<file path="src/rtl/mem_allocator_pkg.sv">
// mem_allocator_pkg: shared widths, state/source encodings and the IO window select
// for the byte-serial RAM port allocator.
package mem_allocator_pkg;
    localparam int ADDR_WIDTH = 32;
    localparam int WORD_WIDTH = 32;
    localparam logic [1:0] IO_SEL = 2'b11;

    typedef enum logic [1:0] {IDLE, READ, WRITE} state_t;
    typedef enum logic [1:0] {SRC_IF, SRC_LSB_R, SRC_LSB_W} src_t;

    function automatic logic [7:0] byte_of(input logic [WORD_WIDTH-1:0] w, input logic [1:0] k);
        return w[{k, 3'b000} +: 8];
    endfunction
endpackage

</file>
<file path="src/rtl/mem_alloc_arbiter.sv">
// mem_alloc_arbiter: fixed-priority picker (store > load > fetch); a flush masks the
// read requesters but never the committed store.
module mem_alloc_arbiter
    import mem_allocator_pkg::*;
(
    input  logic w_req,
    input  logic r_req,
    input  logic f_req,
    input  logic clear,
    output logic valid,
    output src_t src
);
    always_comb begin
        valid = w_req | (!clear & (r_req | f_req));
        src   = w_req ? SRC_LSB_W : r_req ? SRC_LSB_R : SRC_IF;
    end
endmodule

</file>
<file path="src/rtl/mem_allocator.sv">
// mem_allocator: arbitrates fetch reads, loads and stores onto the single byte-wide RAM
// port, serialising each 1/2/4-byte transaction and reassembling read data.
module mem_allocator
    import mem_allocator_pkg::*;
#(
    parameter int AddrWidth = ADDR_WIDTH,
    parameter int WordWidth = WORD_WIDTH,
    parameter logic [1:0] IoSel = IO_SEL
) (
    input  logic                 clk_in,
    input  logic                 rst_in,
    input  logic                 rdy_in,
    input  logic                 clear_branch_in,
    input  logic                 io_buffer_full_in,
    input  logic [7:0]           mem_din_in,
    output logic [7:0]           mem_dout_out,
    output logic [AddrWidth-1:0] mem_a_out,
    output logic                 mem_wr_out,
    input  logic                 if_r_en_in,
    input  logic [1:0]           if_r_offset_in,
    input  logic [AddrWidth-1:0] if_r_a_in,
    output logic                 alloc_to_if_r_gr_out,
    output logic                 alloc_to_if_r_en_out,
    output logic [WordWidth-1:0] if_d_out,
    input  logic                 lsb_to_alloc_r_en_in,
    input  logic [1:0]           lsb_r_offset_in,
    input  logic [AddrWidth-1:0] lsb_r_a_in,
    output logic                 alloc_to_lsb_r_gr_out,
    output logic                 alloc_to_lsb_r_en_out,
    output logic [WordWidth-1:0] lsb_d_out,
    input  logic                 lsb_to_alloc_w_en_in,
    input  logic [1:0]           lsb_w_offset_in,
    input  logic [AddrWidth-1:0] lsb_w_a_in,
    input  logic [WordWidth-1:0] lsb_d_in,
    output logic                 alloc_to_lsb_w_gr_out,
    output logic                 alloc_to_lsb_w_en_out
);
    state_t                 state;
    src_t                   src;
    src_t                   pick_src;
    logic                   pick;
    logic [AddrWidth-1:0]   addr;
    logic [AddrWidth-1:0]   sel_a;
    logic [AddrWidth-1:0]   cur_a;
    logic [AddrWidth-1:0]   nxt_a;
    logic [WordWidth-1:0]   wdata;
    logic [WordWidth-1:0]   rbuf;
    logic [WordWidth-1:0]   rd_word;
    logic [1:0]             sel_off;
    logic [2:0]             cnt;
    logic [2:0]             len;
    logic                   last;
    logic                   io_stall;

    mem_alloc_arbiter u_arb (
        .w_req(lsb_to_alloc_w_en_in),
        .r_req(lsb_to_alloc_r_en_in),
        .f_req(if_r_en_in),
        .clear(clear_branch_in),
        .valid(pick),
        .src  (pick_src)
    );

    always_comb begin
        sel_a    = pick_src == SRC_LSB_W ? lsb_w_a_in : pick_src == SRC_LSB_R ? lsb_r_a_in : if_r_a_in;
        sel_off  = pick_src == SRC_LSB_W ? lsb_w_offset_in : pick_src == SRC_LSB_R ? lsb_r_offset_in : if_r_offset_in;
        cur_a    = addr + AddrWidth'(cnt);
        nxt_a    = addr + AddrWidth'(cnt + 3'd1);
        last     = cnt + 3'd1 == len;
        rd_word  = rbuf | (WordWidth'(mem_din_in) << {cnt[1:0], 3'b000});
        io_stall = addr[17:16] == IoSel && io_buffer_full_in;
    end

    always_ff @(posedge clk_in or posedge rst_in) begin
        if (rst_in) begin
            state                 <= IDLE;
            src                   <= SRC_IF;
            addr                  <= '0;
            wdata                 <= '0;
            rbuf                  <= '0;
            cnt                   <= '0;
            len                   <= '0;
            mem_a_out             <= '0;
            mem_dout_out          <= '0;
            mem_wr_out            <= 1'b0;
            alloc_to_if_r_gr_out  <= 1'b0;
            alloc_to_if_r_en_out  <= 1'b0;
            alloc_to_lsb_r_gr_out <= 1'b0;
            alloc_to_lsb_r_en_out <= 1'b0;
            alloc_to_lsb_w_gr_out <= 1'b0;
            alloc_to_lsb_w_en_out <= 1'b0;
            if_d_out              <= '0;
            lsb_d_out             <= '0;
        end else if (rdy_in) begin
            alloc_to_if_r_gr_out  <= 1'b0;
            alloc_to_if_r_en_out  <= 1'b0;
            alloc_to_lsb_r_gr_out <= 1'b0;
            alloc_to_lsb_r_en_out <= 1'b0;
            alloc_to_lsb_w_gr_out <= 1'b0;
            alloc_to_lsb_w_en_out <= 1'b0;
            case (state)
                IDLE: begin
                    mem_wr_out <= 1'b0;
                    mem_a_out  <= '0;
                    if (pick) begin
                        src                   <= pick_src;
                        addr                  <= sel_a;
                        len                   <= {1'b0, sel_off} + 3'd1;
                        wdata                 <= lsb_d_in;
                        rbuf                  <= '0;
                        cnt                   <= '0;
                        state                 <= pick_src == SRC_LSB_W ? WRITE : READ;
                        mem_a_out             <= pick_src == SRC_LSB_W ? '0 : sel_a;
                        alloc_to_if_r_gr_out  <= pick_src == SRC_IF;
                        alloc_to_lsb_r_gr_out <= pick_src == SRC_LSB_R;
                        alloc_to_lsb_w_gr_out <= pick_src == SRC_LSB_W;
                    end
                end
                READ: begin
                    // A flush kills the read outright; the requester re-fetches later.
                    if (clear_branch_in) begin
                        state     <= IDLE;
                        mem_a_out <= '0;
                    end else if (last) begin
                        state     <= IDLE;
                        mem_a_out <= '0;
                        if (src == SRC_IF) begin
                            if_d_out             <= rd_word;
                            alloc_to_if_r_en_out <= 1'b1;
                        end else begin
                            lsb_d_out             <= rd_word;
                            alloc_to_lsb_r_en_out <= 1'b1;
                        end
                    end else begin
                        rbuf      <= rd_word;
                        cnt       <= cnt + 3'd1;
                        mem_a_out <= nxt_a;
                    end
                end
                WRITE: begin
                    if (cnt == len) begin
                        state                 <= IDLE;
                        mem_wr_out            <= 1'b0;
                        mem_a_out             <= '0;
                        alloc_to_lsb_w_en_out <= 1'b1;
                    end else begin
                        mem_a_out    <= cur_a;
                        mem_dout_out <= byte_of(wdata, cnt[1:0]);
                        mem_wr_out   <= !io_stall;
                        if (!io_stall) cnt <= cnt + 3'd1;
                    end
                end
                default: state <= IDLE;
            endcase
        end
    end
endmodule

</file>
<file path="config.mk">
export PLATFORM = sky130hd
export DESIGN_NAME = mem_allocator
export DESIGN_NICKNAME = d
export VERILOG_FILES = /design/src/rtl/mem_allocator_pkg.sv /design/src/rtl/mem_alloc_arbiter.sv /design/src/rtl/mem_allocator.sv
export SDC_FILE = /design/constraint.sdc
export NUM_CORES = 1
export LEC_CHECK = 0
export BUFFER_PORTS_ARGS = -buffer_cell sky130_fd_sc_hd__buf_2
export CAP_MARGIN = 25
export CORE_AREA = 2 2 191 137
export CTS_CLUSTER_SIZE = 10
export DETAILED_ROUTE_END_ITERATION = 16
export DIE_AREA = 0 0 193 139
export PLACE_DENSITY_LB_ADDON = 0.15
export SYNTH_ARGS = -nofsm -noshare
export SYNTH_HDL_FRONTEND = slang
export SYNTH_SLANG_ARGS = --single-unit
</file>
<file path="constraint.sdc">
create_clock -name clk_in -period 10.1 [get_ports clk_in]
set_clock_uncertainty 0.15 [all_clocks]
set_input_delay 3.03 -clock clk_in [delete_from_list [all_inputs] [get_ports clk_in]]
set_output_delay 3.03 -clock clk_in [all_outputs]
set_load 0.005 [all_outputs]
</file>
==> results of run 1 <==
## worst paths after layout
check	endpoint	slack (ns)
min	lsb_d_out[29]	0.32
min reg2reg	lsb_d_out[29]	0.32
max reg2reg	mem_a_out[28]	6.39
max	wdata[13]	5.18
min in group asynchronous	addr[19]	2.41
max in group asynchronous	rbuf[16]	5.95
## critical path, stage by stage
cell      delay (ns)
buf_2           0.10
buf_4           0.30
o21bai_1        0.20
buf_4           0.28
a21o_4          0.79
mux2_2          0.42
## power by group
group          total [mW]  switching, mW  internal, mW
Combinational        1.18          0.682         0.497
Sequential           1.43          0.271          1.16
Clock               0.763          0.325         0.438
## synth_stat cells, types with 15 or more instances
master    count  area, um2
a21oi_1     123        616
inv_1        17       63.8
a22oi_1      15        113
nand3_1      15       75.1
mux2i_1      37        370
clkbuf_1     55        206
o21ai_0     143        716
nor2_1      102        383
nor3_1       15       75.1
buf_2        18       90.1
nand2_1     149        559
nor4_1       22        138
mux2_2       42        473
a31oi_1      16        100
dfrtp_1     217       5430
## cell families after synthesis
| group | count (synthesis) | synth area share, % |
|---|---|---|
| AOI/OAI and AO/OA | 376 | 19.7 |
| and+or+nand+nor | 370 | 15.7 |
| DFF | 217 | 48.9 |
| buffers and inverters | 106 | 4.00 |
| muxes | 87 | 9.22 |
| adders and majority gates | 13 | 1.60 |
| xor gates and xnor gates | 8 | 0.766 |
## layer usage
layer / up-vias / GRT usage, %
li1: 4672 / -
met1: 4580 / 43.6
met2: 446 / 31.7
met3: 31 / 7.57
met4: 0 / 3.23
met5: - / 0
## layout make-up
class | count | area [um2] | area share (%)
clock inverters | 1 | 8.76 | 0.0660
multi-input cells | 854 | 5230 | 39.4
clock buffers | 28 | 637 | 4.80
flip-flops and latches | 217 | 5430 | 40.9
well taps | 331 | 414 | 3.12
inverters | 18 | 75.1 | 0.566
repair buffers | 277 | 1480 | 11.1
## registers in the layout, indices dropped and copies added, names as in the netlist
register and flops:
lsb_d_out 32, alloc_to_lsb_r_gr_out 1, state 2, alloc_to_if_r_gr_out 1
addr 32, len 3, alloc_to_lsb_r_en_out 1, mem_wr_out 1
wdata 32, if_d_out 32, src 2, cnt 3
alloc_to_lsb_w_en_out 1, alloc_to_if_r_en_out 1, alloc_to_lsb_w_gr_out 1, rbuf 32
mem_a_out 32, mem_dout_out 8
## stage by stage
stage	util (%)	total power [mW]	area, um2	setup slack, ns
after global routing	52.8	3.61	13300	5.02
after global placement	50.0	2.58	12600	4.69
after floorplan	-	2.15	11100	0.984
after CTS	52.6	3.38	13200	5.18
after detailed placement	50.0	2.61	12600	4.65
final	52.8	3.38	13300	5.18
==> results.sh, run 1 <==
export IMPL_status="finished clean"
export IMPL_drive_gt1_share_pct=26.7
export IMPL_yosysSeqAreaShare_pct=48.9
export IMPL_dp_hpwl_mm=25.4
export IMPL_grt_pass1_wl_mm=53.3
export IMPL_syn2layout_area_growth_pct=19.6
export IMPL_syn_cell_area_um2=11100
export IMPL_power_density_nw_per_um2=254
export IMPL_grt_max_degree=140
export IMPL_hp_start="lsb_d_out[29]"
export IMPL_hold_viol=0
export IMPL_dieArea_um2=26800
export IMPL_postSynth_asyncResetShare_pct=100
export IMPL_holdBufCountCts=0
export IMPL_met3_length_mm=3.87
export IMPL_grt_usage_pct=25.6
export IMPL_hold_path_depth=2
export IMPL_dieHeight_um=139
export IMPL_io_pins=261
export IMPL_ctsResizeCount=0
export IMPL_cts_buffer_depth=3
export IMPL_setup_violations_final=0
export IMPL_gp_congestion=0.952
export IMPL_max_freq_ghz=0.203
export IMPL_m1WireLength_mm=17.4
export IMPL_grt_pass1_vias=9072
export IMPL_grt_antenna_before_repair=1
export IMPL_antennaDiodeCount=0
export IMPL_top_layer="met4"
export IMPL_critPathRequiredTime_ns=10.34
export IMPL_mostFrequentLayoutCells="buf_2, dfrtp_1, nand2_1, o21ai_0, a21oi_1"
export IMPL_synth_edf_count=0
export IMPL_grt_overflow_total=0
export IMPL_post_route_drc_count=0
export IMPL_fin_crit_ns=4.92
export IMPL_avgSynthCellArea_um2=9.43
export IMPL_yosysWarnings=0
export IMPL_rows=49
export IMPL_hold_ws_ns=0.318
export IMPL_final_max_slew_viol_count=0
export IMPL_antenna_left=0
export IMPL_dr_wl_met2_mm=12.7
export IMPL_critPathArrivalTime_ns=5.16
export IMPL_tritoncts="done"
export IMPL_fill_cells=2397
export IMPL_synth_nets=1340
export IMPL_cp_start_kind="primary input"
export IMPL_crit_type="in -> reg"
export IMPL_ir_drop_uv=152
export IMPL_layout_cells_non_filler=1726
export IMPL_clock_sinks=217
export IMPL_clkLatencyLatePin_ns=0.52
export IMPL_wl_per_cell_um=19.8
export IMPL_vias=9729
export IMPL_drv_cap=0
export IMPL_min_period_over_period_pct=48.7
export IMPL_worstSetupStartpoint="lsb_to_alloc_r_en_in"
export IMPL_core_um2=25100
export IMPL_placed_cells=1695
export IMPL_root_buffer="clkbuf_16"
export IMPL_final_common_cell="buf_2"
export IMPL_start_util_pct=44.2
export IMPL_drt_iter0_markers=878
export IMPL_synth_flop_cell="dfrtp_1"
export IMPL_rr_startpoint="cnt[1]"
export IMPL_cts_setup_buffers=0
export IMPL_via_per_inst=5.64
export IMPL_htree_num_levels=1
export IMPL_ys_ff_latch=217
export IMPL_rsz0062_at_grt="false"
export IMPL_routed_wl_mm=34.3
export IMPL_fp_dieW_um=193
export IMPL_synth_cells=1177
export IMPL_tightestPinTransition_ns=0.989
export IMPL_path_clk_slew_ns=0.05
export IMPL_power_leakage_nw=6.17
export IMPL_crit_path_end_kind="flop"
export IMPL_numPortBuffers=260
export IMPL_critPathMaxFanout=100
export IMPL_yosysUniqueCellTypes=66
export IMPL_relSlewSlack_pct=34.1
export IMPL_hold_class="reg -> reg"
export IMPL_final_setup_tns_ns=0
export IMPL_cts_buffers_inserted=25
export IMPL_drtPass1Iterations=5
export IMPL_final_nets=1556
export IMPL_r2r_cells=8
Note: power is estimated with default switching activity, not from simulation.
==> inputs of run 2 (changes only) <==
Settings changed: ABC_AREA set to 1, CORE_AREA 2 2 191 137 to 2 2 198 142, DIE_AREA 0 0 193 139 to 0 0 200 144.
Clock period 10.1 ns to 4.2 ns, I/O delays scaled along.
==> run 2 against run 1 <==
  * Via count increased by 17%
  * Critical path depth up 3
  * Non-clock buffer count rose by 7
  * Utilization fell by 0.38 points
  * Wire length up 7.3%
  * Power rose to 2.5 times the previous value
  * Critical path type is now reg -> reg
  * Largest cell class is now multi-input gates
==> results.sh, run 2 <==
export IMPL_status="finished clean"
export IMPL_io_pins=261
export IMPL_ys_top_cells_by_area="dfrtp_1, nand2_1, o21ai_0"
export IMPL_tritoncts="done"
export IMPL_synth_compound_area_share_pct=14.0
export IMPL_synth_edf_count=0
export IMPL_cts_buffers_inserted=26
export IMPL_relSlewSlack_pct=34.2
export IMPL_crit_type="reg -> reg"
export IMPL_path_clk_slew_ns=0.06
export IMPL_final_common_cell="nand2_1"
export IMPL_fp_dieW_um=200
export IMPL_start_util_pct=44.1
export IMPL_ctsResizeCount=0
export IMPL_utilization_pct=52.4
export IMPL_grt_usage_pct=25.7
export IMPL_fill_cells=2746
export IMPL_critPathRequiredTime_ns=4.51
export IMPL_drv_cap=0
export IMPL_synthMuxAreaShare_pct=0.753
export IMPL_fin_area_um2=14200
export IMPL_gp_congestion=0.952
export IMPL_core_um2=27100
export IMPL_dieHeight_um=144
export IMPL_critPathArrivalTime_ns=3.39
export IMPL_drtPass1Iterations=5
export IMPL_ys_ff_latch=217
export IMPL_cp_start_kind="flop"
export IMPL_dieArea_um2=28800
export IMPL_crit_path_end_kind="flop"
export IMPL_fin_crit_ns=3.08
export IMPL_grt_overflow_total=0
export IMPL_setup_violations_final=0
export IMPL_yosys_area_top_type_share_pct=45.4
export IMPL_numPortBuffers=260
export IMPL_yosysWarnings=0
export IMPL_yosysSeqAreaShare_pct=45.4
export IMPL_dp_hpwl_mm=26.5
export IMPL_mostFrequentLayoutCells="nand2_1, buf_2, dfrtp_1, o21ai_0, inv_1"
export IMPL_grt_antenna_before_repair=2
export IMPL_hold_viol=0
export IMPL_grt_pass1_vias=10700
export IMPL_synth_common_cells="nand2_1, dfrtp_1, o21ai_0"
export IMPL_via_per_inst=5.09
export IMPL_placed_area_um2=13500
export IMPL_final_max_slew_viol_count=0
export IMPL_clkLatencyLatePin_ns=0.53
export IMPL_critPathMaxFanout=25
export IMPL_grt_pass1_wl_mm=57.8
export IMPL_yosysTopAreaCell="dfrtp_1"
export IMPL_cts_setup_buffers=0
export IMPL_ir_drop_uv=337
export IMPL_multi_input_area_um2=5570
export IMPL_drive_gt1_share_pct=20.4
export IMPL_avgSynthCellArea_um2=7.35
export IMPL_routed_wl_mm=36.8
export IMPL_synth_adder_area_share_pct=1.49
export IMPL_min_period_over_period_pct=73.3
export IMPL_antenna_left=0
export IMPL_post_route_drc_count=0
export IMPL_synth_nets=1789
export IMPL_wl_per_cell_um=16.5
export IMPL_htree_num_levels=1
export IMPL_seqCellArea_um2=5430
export IMPL_synthSimpleGateAreaFrac_pct=29.3
export IMPL_clock_sinks=217
export IMPL_vias=11400
export IMPL_root_buffer="clkbuf_16"
export IMPL_max_freq_ghz=0.325
export IMPL_synth_cells=1626
export IMPL_postSynth_asyncResetShare_pct=100
export IMPL_hold_class="reg -> reg"
export IMPL_power_leakage_nw=7.10
export IMPL_syn2layout_area_growth_pct=18.9
export IMPL_drt_iter0_markers=730
export IMPL_yosysUniqueCellTypes=38
export IMPL_tightestPinTransition_ns=0.987
export IMPL_power_density_nw_per_um2=595
export IMPL_synth_flop_cell="dfrtp_1"
export IMPL_rsz0062_at_grt="false"
export IMPL_syn_cell_area_um2=12000
export IMPL_synth_most_common_cell="nand2_1"
export IMPL_grt_max_degree=101
export IMPL_cts_buffer_depth=3
export IMPL_synth_top_family_by_area="simple AND/OR/NAND/NOR gates"
export IMPL_final_nets=2019
export IMPL_rows=51
export IMPL_holdBufCountCts=0
export IMPL_synth_xor_area_share_pct=0.952
==> run 2: cell types whose count changed after synthesis, moves of 13 or more <==
cell      before  now
nor3_1        15    1
nor4_1        22    0
a21oi_1      123   72
mux2i_1       37    0
or4_1         13    0
inv_1         17  134
nand2_1      149  573
o21ai_1        9   72
clkbuf_1      55   38
mux2_2        42    8
nand3_1       15  132
==> run 2: through the flow <==
step | setup slack, ns | TNS (ns) | power, mW | hold WS, ns | instances
6_report | 1.12 | 0 | 8.46 | 0.322 | 2231
5_1_grt | 0.925 | 0 | 9.10 | 0.347 | 2230
4_1_cts | 1.16 | 0 | 8.51 | 0.326 | 2230
3_5_place_dp | 0.786 | 0 | 6.43 | 0.310 | 2199
3_3_place_gp | 0.829 | 0 | 6.37 | 0.310 | 2199
2_1_floorplan | -0.0361 | -7.84 | 5.37 | 0.293 | 1626
==> run 2: worst max-delay path, cell delays in order (launching register included) <==
cell     delay [ns]
dfrtp_1        0.53
inv_1          0.47
fa_1           0.67
o21ai_4        0.30
nand2_4        0.12
nor2_1         0.26
o21ai_1        0.10
o21ai_1        0.19
nand2_1        0.08
a21oi_1        0.13
==> run 2: logic make-up (layout without fill, tap and decap cells) <==
kind of cell,after synthesis,in the layout
xor+xnor,13,13
flops,217,217
mux,8,8
simple gates,838,838
other cells,0,1
compound gates,314,314
buf+inv,223,456
fa+ha+maj,13,13
==> run 2: worst paths after layout <==
check,start,endpoint,slack [ns],cells past startpoint
max,cnt[1],mem_a_out[12],1.12,9
min,wdata[3],wdata[3],0.32,2
max reg2reg,cnt[1],mem_a_out[12],1.12,9
min reg2reg,wdata[3],wdata[3],0.32,2
max in group asynchronous,rst_in,addr[7],2.44,3
min in group asynchronous,rst_in,if_d_out[30],0.75,3
==> run 2: final cells by class <==
class	count	share of cell area [%]
diodes	1	0.0176
clock buffers	30	5.04
clock inverters	1	0.0616
inverters	141	3.75
multi-input cells	1186	39.2
flip-flops and latches	217	38.2
well taps	371	3.26
repair buffers	284	10.5
==> run 2: report_power, final <==
group          switching (mW)  internal, mW  leakage (nW)
logic                    2.10          1.11          3.89
registers               0.506          2.72          2.84
clock network           0.851          1.18         0.359
==> run 2: per-layer routing <==
| layer | track usage (%) | vias up | wire length (um) |
|---|---|---|---|
| li1 | - | 5670 | - |
| met1 | 39.9 | 5308 | 18700 |
| met2 | 36.9 | 339 | 14900 |
| met3 | 5.34 | 46 | 2550 |
| met4 | 4.60 | 2 | 603 |
| met5 | 0 | - | 13 |
